`config.mk`:
```
export PLATFORM = sky130hd
export DESIGN_NAME = contador_multicarril
export DESIGN_NICKNAME = d
export VERILOG_FILES = /design/src/rtl/contador_pkg.sv /design/src/rtl/lane_detector.sv /design/src/rtl/contador_multicarril.sv
export SDC_FILE = /design/constraint.sdc
export NUM_CORES = 1
export LEC_CHECK = 0
export BUFFER_PORTS_ARGS = -buffer_cell sky130_fd_sc_hd__buf_2
export CELL_PAD_IN_SITES_DETAIL_PLACEMENT = 0
export CELL_PAD_IN_SITES_GLOBAL_PLACEMENT = 2
export CORE_MARGIN = 4
export CORE_UTILIZATION = 41
export DETAILED_ROUTE_END_ITERATION = 10
export GPL_TIMING_DRIVEN = 0
export PLACE_DENSITY_LB_ADDON = 0.1
export RECOVER_POWER = 100
export REMOVE_ABC_BUFFERS = 1
export SLEW_MARGIN = 10
export SYNTH_ARGS = -nofsm -noshare
export SYNTH_HDL_FRONTEND = slang
export SYNTH_HIERARCHICAL = 1
export SYNTH_SLANG_ARGS = --single-unit
```
`constraint.sdc`:
```
create_clock -name clk -period 9.2 [get_ports clk]
set_clock_uncertainty 0.1 [all_clocks]
set_input_delay 0.46 -clock clk [delete_from_list [all_inputs] [get_ports clk]]
set_output_delay 0.46 -clock clk [all_outputs]
set_load 0.02 [all_outputs]
```
`src/rtl/contador_pkg.sv`:
```
// contador_pkg: shared lane state encoding, BCD digit width and event popcount
package contador_pkg;
  localparam int BCD_W = 4;
  typedef enum logic [2:0] {IDLE, ENT1, ENT2, ENT3, EXT1, EXT2, EXT3} lane_state_t;
  function automatic logic [3:0] popcount(input logic [7:0] v);
    logic [3:0] n;
    n = '0;
    for (int i = 0; i < 8; i++) n += {3'b000, v[i]};
    return n;
  endfunction
endpackage

```
`src/rtl/lane_detector.sv`:
```
// lane_detector: synchronises and debounces one lane's S1/S2 and decodes complete transits
module lane_detector import contador_pkg::*; #(
  parameter int DEBOUNCE_COUNT = 100000
) (
  input  logic clk,
  input  logic reset_btn,
  input  logic s1,
  input  logic s2,
  output logic vehicle_entered,
  output logic vehicle_exited,
  output logic abort
);
  localparam int DW = $clog2(DEBOUNCE_COUNT + 1);
  logic [1:0] meta_q, sync_q, db_q, db_d, sd;
  logic [DW-1:0] cnt_q [2];
  logic [DW-1:0] cnt_d [2];
  lane_state_t state_q;
  assign sd = {db_q[0], db_q[1]};
  always_comb begin
    db_d = db_q;
    for (int i = 0; i < 2; i++) begin
      cnt_d[i] = (sync_q[i] == db_q[i]) ? '0 : cnt_q[i] + 1'b1;
      if (cnt_d[i] == DW'(DEBOUNCE_COUNT)) begin
        db_d[i] = sync_q[i];
        cnt_d[i] = '0;
      end
    end
  end
  always_ff @(posedge clk) begin
    if (!reset_btn) begin
      meta_q <= '0;
      sync_q <= '0;
      db_q <= '0;
      cnt_q <= '{default: '0};
    end else begin
      meta_q <= {s2, s1};
      sync_q <= meta_q;
      db_q <= db_d;
      cnt_q <= cnt_d;
    end
  end
  // sd is {S1,S2}; the exit path mirrors the entry path with the bits swapped
  always_ff @(posedge clk) begin
    if (!reset_btn) begin
      state_q <= IDLE;
      vehicle_entered <= 1'b0;
      vehicle_exited <= 1'b0;
      abort <= 1'b0;
    end else begin
      vehicle_entered <= 1'b0;
      vehicle_exited <= 1'b0;
      abort <= 1'b0;
      case (state_q)
        IDLE: state_q <= (sd == 2'b10) ? ENT1 : (sd == 2'b01) ? EXT1 : IDLE;
        ENT1:
          if (sd == 2'b11) state_q <= ENT2;
          else if (sd != 2'b10) begin
            state_q <= IDLE;
            abort <= 1'b1;
          end
        ENT2:
          if (sd == 2'b01) state_q <= ENT3;
          else if (sd == 2'b10) state_q <= ENT1;
          else if (sd == 2'b00) begin
            state_q <= IDLE;
            abort <= 1'b1;
          end
        ENT3:
          if (sd == 2'b00) begin
            state_q <= IDLE;
            vehicle_entered <= 1'b1;
          end else if (sd == 2'b11) state_q <= ENT2;
          else if (sd == 2'b10) begin
            state_q <= IDLE;
            abort <= 1'b1;
          end
        EXT1:
          if (sd == 2'b11) state_q <= EXT2;
          else if (sd != 2'b01) begin
            state_q <= IDLE;
            abort <= 1'b1;
          end
        EXT2:
          if (sd == 2'b10) state_q <= EXT3;
          else if (sd == 2'b01) state_q <= EXT1;
          else if (sd == 2'b00) begin
            state_q <= IDLE;
            abort <= 1'b1;
          end
        EXT3:
          if (sd == 2'b00) begin
            state_q <= IDLE;
            vehicle_exited <= 1'b1;
          end else if (sd == 2'b11) state_q <= EXT2;
          else if (sd == 2'b01) begin
            state_q <= IDLE;
            abort <= 1'b1;
          end
        default: state_q <= IDLE;
      endcase
    end
  end
endmodule

```
`src/rtl/contador_multicarril.sv`:
```
// contador_multicarril: multi-lane parking occupancy counter with saturation and BCD tracking
module contador_multicarril import contador_pkg::*; #(
  parameter int N_LANES = 2,
  parameter int CAPACITY = 150,
  parameter int DIGITS = 3,
  parameter int DEBOUNCE_COUNT = 100000,
  parameter int CW = $clog2(CAPACITY + 1)
) (
  input  logic clk,
  input  logic reset_btn,
  input  logic [N_LANES-1:0] S1,
  input  logic [N_LANES-1:0] S2,
  output logic [CW-1:0] count_bin,
  output logic [4*DIGITS-1:0] count_bcd,
  output logic full,
  output logic empty,
  output logic [N_LANES-1:0] vehicle_entered,
  output logic [N_LANES-1:0] vehicle_exited,
  output logic [N_LANES-1:0] abort,
  output logic rejected
);
  localparam logic signed [CW+3:0] CAP_S = (CW + 4)'(CAPACITY);
  logic [CW-1:0] count_q, count_d, track_q, track_d;
  logic [BCD_W*DIGITS-1:0] bcd_q, bcd_d;
  logic rejected_q, rejected_d, up, dn, c;
  logic [3:0] ne, nx;
  logic signed [CW+3:0] sum;
  logic [BCD_W-1:0] dig;
  for (genvar g = 0; g < N_LANES; g++) begin : g_lane
    lane_detector #(.DEBOUNCE_COUNT(DEBOUNCE_COUNT)) u_lane (
      .clk(clk),
      .reset_btn(reset_btn),
      .s1(S1[g]),
      .s2(S2[g]),
      .vehicle_entered(vehicle_entered[g]),
      .vehicle_exited(vehicle_exited[g]),
      .abort(abort[g])
    );
  end
  always_comb begin
    ne = popcount(8'(vehicle_entered));
    nx = popcount(8'(vehicle_exited));
    sum = $signed({4'b0000, count_q}) + $signed({{CW{1'b0}}, ne}) - $signed({{CW{1'b0}}, nx});
    rejected_d = (sum < 0) || (sum > CAP_S);
    count_d = (sum < 0) ? '0 : (sum > CAP_S) ? CW'(CAPACITY) : CW'(sum);
  end
  // track_q mirrors the value held in bcd_q so the step direction is a binary compare
  always_comb begin
    up = track_q < count_q;
    dn = track_q > count_q;
    track_d = up ? track_q + 1'b1 : dn ? track_q - 1'b1 : track_q;
    bcd_d = bcd_q;
    c = up | dn;
    dig = '0;
    for (int i = 0; i < DIGITS; i++) begin
      dig = bcd_q[i*BCD_W +: BCD_W];
      if (c) begin
        bcd_d[i*BCD_W +: BCD_W] = up ? ((dig == 4'd9) ? 4'd0 : dig + 4'd1)
                                     : ((dig == 4'd0) ? 4'd9 : dig - 4'd1);
        c = up ? (dig == 4'd9) : (dig == 4'd0);
      end
    end
  end
  always_ff @(posedge clk) begin
    if (!reset_btn) begin
      count_q <= '0;
      track_q <= '0;
      bcd_q <= '0;
      rejected_q <= 1'b0;
    end else begin
      count_q <= count_d;
      track_q <= track_d;
      bcd_q <= bcd_d;
      rejected_q <= rejected_d;
    end
  end
  assign count_bin = count_q;
  assign count_bcd = bcd_q;
  assign rejected = rejected_q;
  assign full = count_q == CW'(CAPACITY);
  assign empty = count_q == '0;
endmodule

```
==> results.md, run 1 <==
- The clock input transition at the sequential cells of the worst setup and hold paths is approximately 0.05 ns.
- The count of nets left with antenna violations once routing finished came out at 0.
- The power spent charging and discharging nets is 0.000905 W.
- For this design the static power due to leakage is between 2 and 3 nW.
- The area growth from synthesis to layout is 10.3%.
- The H-tree generated during clock tree synthesis spans 4 levels.
- The slowest stage of the critical path is the sky130_fd_sc_hd__nor2_1 cell.
- Of the total power, the share spent switching nets is 0.385.
- The tool flagged a number of max-cap violations equal to 3.
- The commonest non-fill, non-tap cell in the layout is sky130_fd_sc_hd__dfxtp_1.
- The share of synthesized area in the top cell type comes to 0.328.
- The number of placement rows is 48.
- The number of synthesized register bits is ~120.
- STA classifies the critical path startpoint as a flip-flop.
- The share of total power dissipated in the clock network is 0.296.
- The final weighted congestion in routability-driven placement is 0.810.
- The largest buffer count on any clock path is 2.
- The count of unique library cells instantiated by Yosys is 91.
- The share of final-layout standard cells stronger than drive strength 1 is 0.0821.
- Counting the buffers created by CTS gives 17.
- For this run, design rule violations remaining after detail routing come to 0.
- The sequential cell area is 0.00242 mm^2.
- The post-route minimum period is 5.29 ns.
- The combinational group share of total power is 0.432.
- The total congestion overflow after global routing is 0.
- The final standard cell area without fillers is 0.00814 mm^2.
- The cell area after technology mapping is about 0.0074 mm^2.
- For this run, the register share of the synthesized area comes to 0.328.
- The worst-skew pair later-pin latency is 0.41 ns.
- The number of buffers added to fix hold violations after cts is 0.
- Cell internal power was estimated by the tool at 0.00145 W.
- The initial DRC count is 232.
- Setup repair after global routing left no endpoint under its margin.
- Derived from the worst setup path, the maximum achievable clock frequency is 189 MHz.
- The kind of cell adding the most delay to the critical path is compound AO/OA/AOI/OAI gates.
- The largest stage delay on the critical path is about 1.1 ns.
- The required arrival time at the worst endpoint is 9.43 ns.
- The clock tree from TritonCTS is done.
- Among all flip-flop cells after synthesis, the most frequent one is sky130_fd_sc_hd__dfxtp_1.
- Leaving out fill and tap cells, the most frequent cells in the layout are 121 x sky130_fd_sc_hd__dfxtp_1, 95 x sky130_fd_sc_hd__nor2_1, 66 x sky130_fd_sc_hd__nand2_1.
- Of the available clock period, the critical path in the final layout requires 0.576.
- The number of port buffers is 34.
- The core outline area is 0.0175 mm^2.
- For this design the top-level I/O count stands at 35.
- The global router's overall resource usage is 0.174.
- The final max-slew violation count is 63.
- The kind of capture point of the worst setup path is a flip-flop.
- After synthesis, the cell types taking the most area are sky130_fd_sc_hd__dfxtp_1 33%, sky130_fd_sc_hd__xnor2_1 5.6%, sky130_fd_sc_hd__ha_1 5.3%.
- Data on the critical path arrives at its endpoint at 5.53 ns.
- The number of clock sinks seen by CTS is 121.
- The pre-antenna-repair detailed-routing pass consisted of 6 iterations.
- Setup violations remaining at the end of the flow were counted as 0.
- The instance area at placement is 0.00764 mm^2.
- The critical path contains buffers and inverters numbering 2 combined.
- The floorplan step defined a die boundary enclosing 0.0202 mm^2.
- The final antenna diode count is 0.
- During synthesis, Yosys emitted a total of 6 warnings.
- The cell accounting for the most synthesized area is sky130_fd_sc_hd__dfxtp_1.
- The peak fanout along the critical path is 20.
- The number of cells upsized or downsized after cts is 0.
- The per-instance average area after synthesis is 8.48 um^2.
- Traced cell by cell, the critical path runs through inv_1, ha_1, a21oi_1, o21ai_0, nor2_1, inv_1, ha_1, a21o_1, a211o_1, a2111oi_0, nor2_1, mux2i_1, mux2i_1.
- The fraction of synthesis flops using an asynchronous set or reset pin is 0.
- The peak supply drop is between 0.15 and 0.2 mV.
- Entering global routing, the biggest net connects 36 pins.
- The wire length of the first global-routing pass is 29.2 mm.
- For the pin with the worst max-slew slack, the measured transition is 2.83 ns.
- In the final routed layout, each cell accounts on average for 15.2 um.
- Counting the fill cells in the layout gives 1735.
- The final route contains between 6k and 7k vias.
- The areal power density over the cells is 289 mW/mm^2.
- The cell count after synthesis is 870.
- Summing all multi-input logic gate instances after layout gives 0.00454 mm^2.
- In the routed layout, each cell is associated on average with a via count of 5.56.
- For this run, the post-layout net count is 929.
- For this configuration, the core starts out at a cell density of 0.422.
- The tightest min-delay check is of the input port to flip-flop type.
- The die boundary width is 142 um.
- The checks that failed: capacitance limit, slew limit.
- The number of antenna violations at the first check in global routing is 0.
- The tree is rooted in a sky130_fd_sc_hd__clkbuf_16.
- The hold violation total from the final report was 0.
- The critical path in this run is classified as flip-flop to flip-flop.
- Adding up every negative setup slack in the final design gives 0 ns.
- The flow ran to the end, but the final reports show violations.
- Measured against its own limit, the worst slew margin works out to -0.907.
- The die outline height is 142 um.
- Of the total power, registers draw 0.272.
- Once the clock tree was built, the setup fixing pass inserted 0 buffers.
- The via count of the first global-routing pass is 6107.
- Summed over all layers, the routed wires come to roughly 17 mm.
- The number of synthesized flops with an enable pin is 0.
- The detailed placement HPWL is ~12 mm.
==> final timing paths <==
path | slack (ns) | start | to | cells past startpoint
max | 3.91 | count_bin[7]$_SDFF_PP0_ | track_q[7]$_SDFFE_PN0P_ | 13
min | 0.16 | S2[0] | g_lane[0].u_lane/meta_q[1]$_SDFF_PN0_ | 2
max reg2reg | 3.91 | count_bin[7]$_SDFF_PP0_ | track_q[7]$_SDFFE_PN0P_ | 13
min reg2reg | 0.34 | g_lane[0].u_lane/meta_q[0]$_SDFF_PN0_ | g_lane[0].u_lane/sync_q[0]$_SDFF_PN0_ | 1
==> power by group through the flow <==
stage	clock, W	combinational (W)	sequential (W)
floorplan	0	0.000792	0.000662
global placement	0	0.00102	0.000645
detailed placement	0	0.00103	0.000649
CTS	0.000717	0.00104	0.000638
global route	0.000738	0.00115	0.000649
finish	0.000696	0.00102	0.000639
==> layout make-up <==
type                            instances  share of cell area
Clock buffer                           20              0.0549
Inverter                               39              0.0180
Clock inverter                         12              0.0212
Sequential cell                       121               0.298
Multi-Input combinational cell        675               0.557
Timing Repair Buffer                   34              0.0163
Tap cell                              225              0.0346
==> Yosys cell counts, types with 4 or more instances <==
library cell / count
sky130_fd_sc_hd__dfxtp_1: 121
sky130_fd_sc_hd__nor2_1: 95
sky130_fd_sc_hd__nand2_1: 66
sky130_fd_sc_hd__xnor2_1: 47
sky130_fd_sc_hd__a21oi_1: 42
sky130_fd_sc_hd__inv_1: 38
sky130_fd_sc_hd__ha_1: 31
sky130_fd_sc_hd__nand3_1: 31
sky130_fd_sc_hd__nor3_1: 31
sky130_fd_sc_hd__nor4_1: 26
sky130_fd_sc_hd__xor2_1: 25
sky130_fd_sc_hd__nand4_1: 21
sky130_fd_sc_hd__o21ai_0: 20
sky130_fd_sc_hd__clkbuf_1: 19
sky130_fd_sc_hd__nand2b_1: 19
sky130_fd_sc_hd__and2_1: 15
sky130_fd_sc_hd__mux2i_1: 12
sky130_fd_sc_hd__a31oi_1: 10
sky130_fd_sc_hd__and3_1: 10
sky130_fd_sc_hd__nor2b_1: 10
sky130_fd_sc_hd__o21a_1: 10
sky130_fd_sc_hd__a211oi_1: 9
sky130_fd_sc_hd__nor3_2: 8
sky130_fd_sc_hd__or3_1: 8
sky130_fd_sc_hd__a2111oi_0: 6
sky130_fd_sc_hd__a211o_1: 6
sky130_fd_sc_hd__o211ai_1: 6
sky130_fd_sc_hd__nor3b_1: 5
sky130_fd_sc_hd__buf_2: 4
sky130_fd_sc_hd__buf_4: 4
sky130_fd_sc_hd__fa_1: 4
sky130_fd_sc_hd__mux2_2: 4
sky130_fd_sc_hd__nand3b_1: 4
sky130_fd_sc_hd__o31a_1: 4
sky130_fd_sc_hd__o31ai_1: 4
==> registers in the layout, summed over array words and instances, names as in the netlist, 4 cells and up <==
register               count
g_lane.u_lane/sync_q       4
g_lane.u_lane/meta_q       4
g_lane.u_lane/cnt_q       68
track_q                    8
count_bin                  8
count_bcd                 12
g_lane.u_lane/state_q      6
g_lane.u_lane/db_q         4
==> stage by stage <==
| stage | hold slack [ns] | utilization | total power [W] | setup WS, ns | instances |
|---|---|---|---|---|---|
| global placement | 0.325 | 0.437 | 0.00166 | 4.15 | 1094 |
| finish | 0.158 | 0.466 | 0.00235 | 3.91 | 1126 |
| CTS | 0.137 | 0.473 | 0.00240 | 3.99 | 1126 |
| global route | 0.146 | 0.466 | 0.00254 | 3.26 | 1126 |
| detailed placement | 0.318 | 0.437 | 0.00168 | 4.04 | 1094 |
| floorplan | 0.312 | - | 0.00145 | 4.86 | 835 |
==> logic make-up (layout without fill, tap and decap cells) <==
group | Yosys count | in the layout | synth area share
compound gates | 165 | 165 | 0.163
fa+ha+maj | 35 | 35 | 0.0634
buf+inv | 74 | 105 | 0.0454
mux | 16 | 16 | 0.0224
flops | 121 | 121 | 0.328
xor+xnor | 72 | 72 | 0.0855
simple gates | 387 | 387 | 0.292
==> worst register-to-register path, cell delays in order, from the launching register on <==
cell                        delay [ns]
sky130_fd_sc_hd__dfxtp_1          0.41
sky130_fd_sc_hd__inv_1            0.17
sky130_fd_sc_hd__ha_1             0.36
sky130_fd_sc_hd__a21oi_1          0.18
sky130_fd_sc_hd__o21ai_0          0.33
sky130_fd_sc_hd__nor2_1           1.11
sky130_fd_sc_hd__inv_1            0.67
sky130_fd_sc_hd__ha_1             0.47
sky130_fd_sc_hd__a21o_1           0.20
sky130_fd_sc_hd__a211o_1          0.31
sky130_fd_sc_hd__a2111oi_0        0.38
sky130_fd_sc_hd__nor2_1           0.13
sky130_fd_sc_hd__mux2i_1          0.21
sky130_fd_sc_hd__mux2i_1          0.20
==> per-layer routing <==
| layer | wire, um | global-route usage | vias to the layer above |
|---|---|---|---|
| met1 | 8390 | 0.224 | 2988 |
| li1 | - | - | 3187 |
| met2 | 8170 | 0.293 | 76 |
| met5 | 0 | 0 | - |
| met3 | 424 | 0.0376 | 10 |
| met4 | 119 | 0.0505 | 0 |
No activity file was read; power rests on OpenSTA's default activity.
==> run 2: changes to the inputs <==
- CORE_UTILIZATION: 41 -> 35
- clock period: 9.2 -> 4.79 ns (I/O delays scaled with it)
==> run 2 against run 1 <==
  * The flow still finishes with violations (capacitance limit, slew limit)
  * Clock power up 95%
  * Highest routed layer unchanged
  * Worst hold slack better by 0.18 ns
  * Sequential cell count unchanged
  * Register-to-register slack worse by 3.5 ns
  * Final cell count up 4.4%
  * Via count up 0.24%
  * Critical endpoint unchanged
  * Sequential share of layout area down 0.33 points
  * Combinational power up 90%
  * Largest power group unchanged
  * Critical path type unchanged
  * Cell area up 1.1%
==> results.md, run 2 (synthesis gave the netlist of run 1 again) <==
- The run finished, with violations left.
- The final reports fail on capacitance limit, slew limit.
- The top cell types in the final layout, fill and taps aside, are 121 x sky130_fd_sc_hd__dfxtp_1, 94 x sky130_fd_sc_hd__nor2_1, 66 x sky130_fd_sc_hd__nand2_1.
- The I/O pin total is 35 (unchanged).
- The post-detailed-route count of antenna-violating nets is 0 (unchanged).
- The worst hold path class is flip-flop to flip-flop.
- The met2 usage came to 0.251 (-0.0425).
- The mean number of vias per cell came to 5.34 (-3.9%).
- The final max-slew violation count came to 63 (unchanged).
- The peak fanout along the critical path is 20 (unchanged).
- The standby leakage power is 2.77 nW (+0.36%).
- The number of vias after detailed routing is 6276 (+0.24%).
- The share of final-layout standard cells stronger than drive strength 1 is 0.0851 (+0.00295).
- The areal power density over the cells came to 550 mW/mm^2 (+90%).
- Setup repair after global routing left no endpoint under its margin.
- The tightest slew margin relative to the limit is -0.501 (+0.406).
- The clock tree from TritonCTS is done.
- The die boundary width came to 153 um (+7.8%).
- The total congestion overflow after global routing is 0 (unchanged).
- The final routed DRC violation total is 0 (unchanged).
- The worst setup path is launched from a flip-flop.
- The peak supply drop came to 0.267 mV (+42%).
- The number of clock sinks seen by CTS came to 121 (unchanged).
- The initial core utilization came to 0.360 (-0.0622).
- The initial DRC count was 201 (-13%).
- The kind of critical path is flip-flop to flip-flop.
- The final net count is 933 (+0.43%).
- The hold violation total from the final report is 0 (unchanged).
- The clock input transition at the sequential cells of the worst setup and hold paths was 0.06 ns (about the same).
- The total clock buffers created by CTS is 17 (unchanged).
- The area of the die is 0.0235 mm^2 (+16%).
- The average wire length per cell after detail routing is 15.0 um (-1.3%).
- The largest buffer count on any clock path was 2 (unchanged).
- The detailed placement HPWL was 12.5 mm (+2.9%).
- The global router's overall resource usage is 0.150 (-0.0242).
- The H-tree depth is 4 (unchanged).
- The number of placement rows is 52 (+8.3%).
- The final setup violation count is 0 (unchanged).
- The final antenna diode count is 0 (unchanged).
- The busiest layer in global routing is met2.
- The final core area utilization is 0.402 (-0.0641).
- The post-route minimum period is 4.34 ns (-0.955 ns).
- The wire length of the first global-routing pass is 29.3 mm (about the same).
- The number of port buffers was 34 (unchanged).
- The tree is rooted in a sky130_fd_sc_hd__clkbuf_16.
- The via count of the first global-routing pass is 6000 (-1.8%).
- The fraction of met1 tracks used by global routing is 0.189 (-0.0341).
- Ranked by flip-flop count, first place goes to g_lane.u_lane/cnt_q.
- Leaving out fill and tap cells, the most frequent cell in the layout is sky130_fd_sc_hd__dfxtp_1.
- The minimum setup slack after placement is -0.491 ns (-4.53 ns).
- The number of maximum-capacitance constraint violations is 3 (unchanged).
- The detailed-router iteration count before antenna repair came to 4 (-2).
- The signal arrival time at the worst endpoint was 4.58 ns (-0.95 ns).
- The number of flip-flops under the largest register name came to 68 (unchanged).
- The minimum setup slack in the final design is 0.450 ns (-3.46 ns).
- The worst setup path is captured at a flip-flop.
- The core outline area is 0.0205 mm^2 (+17%).
- The final weighted congestion in routability-driven placement is 0.789 (-2.6%).
- The number of buffers inserted by post-CTS setup repair was 0 (unchanged).
- The actual transition at the worst max-transition pin is 2.23 ns (-0.604 ns).
- The total wire length after detailed routing was 17.6 mm (+3.0%).
- The required arrival time at the worst endpoint came to 5.03 ns (-4.40 ns).
- The part of the cycle the worst path needs came to 0.906 (+0.331).
- The largest net degree at the start of global routing is 36 (unchanged).
- The area growth from synthesis to layout is 11.6%.
- The worst-skew pair later-pin latency is 0.42 ns (about the same).
- The global-route track usage on met3 was 0.0368 (-0.000880).
- The die outline height is 153 um (+7.8%).
- The highest attainable clock frequency was 230 MHz (+22%).
- The number of antenna violations at the first check in global routing is 0 (unchanged).
[run 2: changes by cell type in the layout (fill, tap and decap cells not counted), sizes merged]
| cell | previous run | this run |
|---|---|---|
| dlygate4sd3 | 0 | 4 |
| clkbuf | 50 | 47 |
| clkinvlp | 2 | 4 |
| inv | 39 | 40 |
[run 2: path summary, 6_finish.rpt]
path,start,to,slack [ns],depth (start not counted)
max,count_bin[2]$_SDFF_PP0_,track_q[7]$_SDFFE_PN0P_,0.45,13
min,g_lane[0].u_lane/meta_q[1]$_SDFF_PN0_,g_lane[0].u_lane/sync_q[1]$_SDFF_PN0_,0.34,1
max reg2reg,count_bin[2]$_SDFF_PP0_,track_q[7]$_SDFFE_PN0P_,0.45,13
min reg2reg,g_lane[0].u_lane/meta_q[1]$_SDFF_PN0_,g_lane[0].u_lane/sync_q[1]$_SDFF_PN0_,0.34,1
[run 2: layer usage]
metal	part of all wire	wire length, um	vias up
met3	0.027	484	21
met5	0	0	-
met2	0.48	8400	73
met4	0.014	249	0
li1	-	-	3195
met1	0.48	8480	2987
[run 2: repair_timing]
action	in CTS	in global routing
hold buffers	4	0
setup endpoints to repair	3	1
hold endpoints to repair	4	0
resized for setup	1	1
[run 2: layout make-up]
cell class | count | area [um^2]
clock buffer | 17 | 425
clock inverter | 15 | 200
fill | 2111 | 12300
inverter | 39 | 146
multi-input combinational | 675 | 4530
sequential | 121 | 2420
tap | 270 | 338
timing repair buffer | 38 | 173
[run 2: worst max-delay path, cell delays in order (launching register included)]
cell and delay [ns]:
sky130_fd_sc_hd__dfxtp_1 0.38, sky130_fd_sc_hd__inv_1 0.14, sky130_fd_sc_hd__ha_1 0.34, sky130_fd_sc_hd__and4b_1 0.23, sky130_fd_sc_hd__o31a_1 0.39, sky130_fd_sc_hd__nor2_4 0.40
sky130_fd_sc_hd__inv_1 0.41, sky130_fd_sc_hd__ha_1 0.39, sky130_fd_sc_hd__a21o_1 0.20, sky130_fd_sc_hd__a211o_1 0.32, sky130_fd_sc_hd__a2111oi_0 0.35, sky130_fd_sc_hd__nor2_1 0.11
sky130_fd_sc_hd__mux2i_1 0.27, sky130_fd_sc_hd__mux2i_1 0.23
[run 2: through the flow]
step | total power, W | hold WS [ns] | instance area, um^2 | setup TNS (ns) | instances
6_report | 0.00453 | 0.337 | 8230 | 0 | 1175
5_1_grt | 0.00489 | 0.360 | 8230 | 0 | 1175
4_1_cts | 0.00465 | 0.309 | 8370 | 0 | 1175
3_5_place_dp | 0.00325 | 0.326 | 7700 | -0.583 | 1139
3_3_place_gp | 0.00320 | 0.321 | 7700 | -0.462 | 1139
2_1_floorplan | 0.00279 | 0.256 | 7190 | 0 | 835
[run 2: power breakdown]
part | switching, W | internal (W) | total, W
combinational | 0.00116 | 0.000785 | 0.00194
sequential | 0.000120 | 0.00110 | 0.00122
clock | 0.000493 | 0.000871 | 0.00136
==> run 3: changes to the inputs <==
- CORE_UTILIZATION: 35 -> 41
- GPL_ROUTABILITY_DRIVEN: not set -> 0
- SLEW_MARGIN: 10 -> not set
- clock period: 4.79 -> 5.28 ns (I/O delays scaled with it)
==> run 3 against run 2 <==
  * Sequential share of layout area grew 0.12 points
  * Register-to-register slack better by 0.18 ns
  * The flow still finishes with violations (capacitance limit, slew limit)
  * Maximum frequency fell by 6.6%
  * Critical endpoint unchanged
  * Worst hold slack worse by 0.0023 ns
  * Non-clock buffer count unchanged
  * Die area down 14%
  * Sequential cell count unchanged
  * Sequential power down 9%
  * Largest cell class unchanged
  * Utilization is 6.7 points higher
  * Routed wire length is 2.7% lower
  * Cell area decreased by 0.41%
  * Worst setup slack better by 0.18 ns
==> results.md, run 3 (synthesis gave the netlist of run 1 again) <==
- The flop-to-flop setup slack is 0.63 ns (+0.18 ns).
- The signal arrival time at the worst endpoint is 4.88 ns (+0.30 ns).
- The top cell types in the final layout, fill and taps aside, are 121 x sky130_fd_sc_hd__dfxtp_1, 94 x sky130_fd_sc_hd__nor2_1, 66 x sky130_fd_sc_hd__nand2_1.
- The via count of the first global-routing pass was 6131 (+2.2%).
- The kind of capture point of the worst setup path is a flip-flop.
- The peak fanout along the critical path is 20 (unchanged).
- The H-tree depth was 4 (unchanged).
- The hold violation total from the final report is 0 (unchanged).
- The logic depth of the worst register-to-register path came to 13 (unchanged).
- The final net count was 933 (unchanged).
- The detailed-router iteration count before antenna repair is 7 (+3).
- The checks that failed: capacitance limit, slew limit.
- The run finished, with violations left.
- The part of the cycle the worst path needs is 0.880 (-0.0263).
- The average wire length per cell after detail routing came to 15.2 um (+1.2%).
- The worst hold path class is flip-flop to flip-flop.
- The number of antenna violations at the first check in global routing was 0 (unchanged).
- The multi-input logic area is 0.00456 mm^2 (+0.64%).
- The start of the worst register-to-register path is count_bin[2]$_SDFF_PP0_.
- The instance area at placement was 0.00764 mm^2 (-0.73%).
- The core outline area is 0.0175 mm^2 (-15%).
- The number of maximum-capacitance constraint violations is 3 (unchanged).
- The clock tree from TritonCTS is done.
- The filler cell count is 1730 (-18%).
- The total power after layout is 0.00412 W (-9.0%).
- The number of flip-flops under the largest register name is 68 (unchanged).
- The total wire length after detailed routing is 17.1 mm (-2.7%).
- The total congestion overflow after global routing is 0 (unchanged).
- The commonest non-fill, non-tap cell in the layout is sky130_fd_sc_hd__dfxtp_1.
- The I/O pin total came to 35 (unchanged).
- The number of port buffers is 34 (unchanged).
- The actual transition at the worst max-transition pin is 2.87 ns (+0.642 ns).
- The accumulated negative setup slack came to 0 ns (unchanged).
- The final core area utilization is 0.469 (+0.0674).
- The mean number of vias per cell is 5.57 (+4.2%).
- The number of vias after detailed routing was 6289 (+0.21%).
- The die boundary width was 142 um (-7.2%).
- The detailed placement HPWL is 12.2 mm (-2.8%).
- Setup repair after global routing left no endpoint under its margin.
- The highest attainable clock frequency is 215 MHz (-6.6%).
- The final standard cell area without fillers is 0.00820 mm^2 (-0.41%).
- The areal power density over the cells is 503 mW/mm^2 (-8.6%).
- The number of placement rows came to 48 (-7.7%).
- The global router's overall resource usage is 0.174 (+0.0244).
- The final routed DRC violation total is 0 (unchanged).
- The largest net degree at the start of global routing came to 36 (unchanged).
- The initial DRC count is 242 (+20%).
- The required arrival time at the worst endpoint is 5.52 ns (+0.49 ns).
- The worst-skew pair later-pin latency is 0.41 ns (about the same).
- Compared with the post-synthesis result, the final layout area differs by 11.1%.
- The number of cells upsized or downsized after cts was 0 (-1).
- STA classifies the critical path startpoint as a flip-flop.
- The total clock buffers created by CTS is 17 (unchanged).
- The sequential cell area was 0.00242 mm^2 (unchanged).
- The final max-slew violation count is 63 (unchanged).
- The worst flop-to-flop path endpoint is track_q[7]$_SDFFE_PN0P_.
- The post-detailed-route count of antenna-violating nets is 0 (unchanged).
- The peak supply drop is 0.330 mV (+24%).
- The share of final-layout standard cells stronger than drive strength 1 is 0.0851 (unchanged).
- The initial core utilization is 0.422 (+0.0622).
- The tightest slew margin relative to the limit is -0.933 (-0.432).
- The worst setup path is of the flip-flop to flip-flop kind.
- The largest buffer count on any clock path is 2 (unchanged).
- The die outline height is 142 um (-7.2%).
- The number of clock sinks seen by CTS came to 121 (unchanged).
- The wire length of the first global-routing pass is 29.3 mm (about the same).
- The depth of the worst hold-timing path is 1 (unchanged).
- The tree is rooted in a sky130_fd_sc_hd__clkbuf_16.
- The standby leakage power came to 2.78 nW (+0.35%).
- The final antenna diode count was 0 (unchanged).
- Counting flops per register, the top entry is g_lane.u_lane/cnt_q.
- The post-route minimum period is 4.65 ns (+0.305 ns).
- The clock input transition at the sequential cells of the worst setup and hold paths came to 0.06 ns (about the same).
- The area of the die is 0.0202 mm^2 (-14%).
- The start point of the worst min-delay path is g_lane[0].u_lane/meta_q[0]$_SDFF_PN0_.
- The final setup violation count is 0 (unchanged).
- The capture endpoint of the worst hold path is g_lane[0].u_lane/sync_q[0]$_SDFF_PN0_.
-- run 3: repair_timing --
item	4_1_cts	5_1_grt
buffers inserted	0	0
endpoints found under the setup margin	0	0
hold buffers	4	0
hold endpoints to repair	4	0
-- run 3: cell type report --
cell class | instances | share of cell area
clock buffers | 20 | 0.0545
clock inverters | 12 | 0.0211
inverters | 39 | 0.0179
multi-input cells | 675 | 0.556
flip-flops and latches | 121 | 0.295
well taps | 225 | 0.0343
repair buffers | 38 | 0.0211
-- run 3: worst max-delay path: stages (launching register included) --
cell                        delay (ns)
sky130_fd_sc_hd__dfxtp_1          0.36
sky130_fd_sc_hd__inv_1            0.12
sky130_fd_sc_hd__ha_1             0.33
sky130_fd_sc_hd__and4b_1          0.23
sky130_fd_sc_hd__o31a_1           0.37
sky130_fd_sc_hd__nor2_2           0.66
sky130_fd_sc_hd__inv_1            0.54
sky130_fd_sc_hd__ha_1             0.42
sky130_fd_sc_hd__a21o_1           0.19
sky130_fd_sc_hd__a211o_1          0.31
sky130_fd_sc_hd__a2111oi_0        0.38
sky130_fd_sc_hd__nor2_1           0.13
sky130_fd_sc_hd__mux2i_1          0.21
sky130_fd_sc_hd__mux2i_1          0.20
-- run 3: how the worst max path moves through the flow --
stage / slack (ns) / start / end
floorplan: 0.94 / count_bin[2]$_SDFF_PP0_ / track_q[7]$_SDFFE_PN0P_
global placement: 0.23 / count_bin[1]$_SDFF_PP0_ / track_q[7]$_SDFFE_PN0P_
detailed placement: 0.12 / count_bin[2]$_SDFF_PP0_ / track_q[7]$_SDFFE_PN0P_
CTS: 0.07 / count_bin[2]$_SDFF_PP0_ / track_q[7]$_SDFFE_PN0P_
global route: 0.20 / count_bin[7]$_SDFF_PP0_ / track_q[7]$_SDFFE_PN0P_
finish: 0.63 / count_bin[2]$_SDFF_PP0_ / track_q[7]$_SDFFE_PN0P_
-- run 3: per-stage QoR --
stage | hold WS [ns] | setup slack (ns) | instances
CTS | 0.338 | 0.0669 | 1130
global route | 0.352 | 0.198 | 1130
floorplan | 0.280 | 0.942 | 835
global placement | 0.325 | 0.227 | 1094
detailed placement | 0.318 | 0.122 | 1094
finish | 0.335 | 0.635 | 1130
-- run 3: routing by layer --
layer  vias to the layer above  part of all wire  track usage
met5                         -                 0            0
met2                        89              0.48        0.294
met3                        10             0.029       0.0370
met4                         0            0.0079       0.0505
li1                       3198                 -            -
met1                      2992              0.48        0.224
-- run 3: report_power, final --
group / internal, W / switching [W]
Combinational: 0.000730 / 0.00106
Sequential: 0.000999 / 0.000115
Clock: 0.000800 / 0.000414
Total: 0.00253 / 0.00159
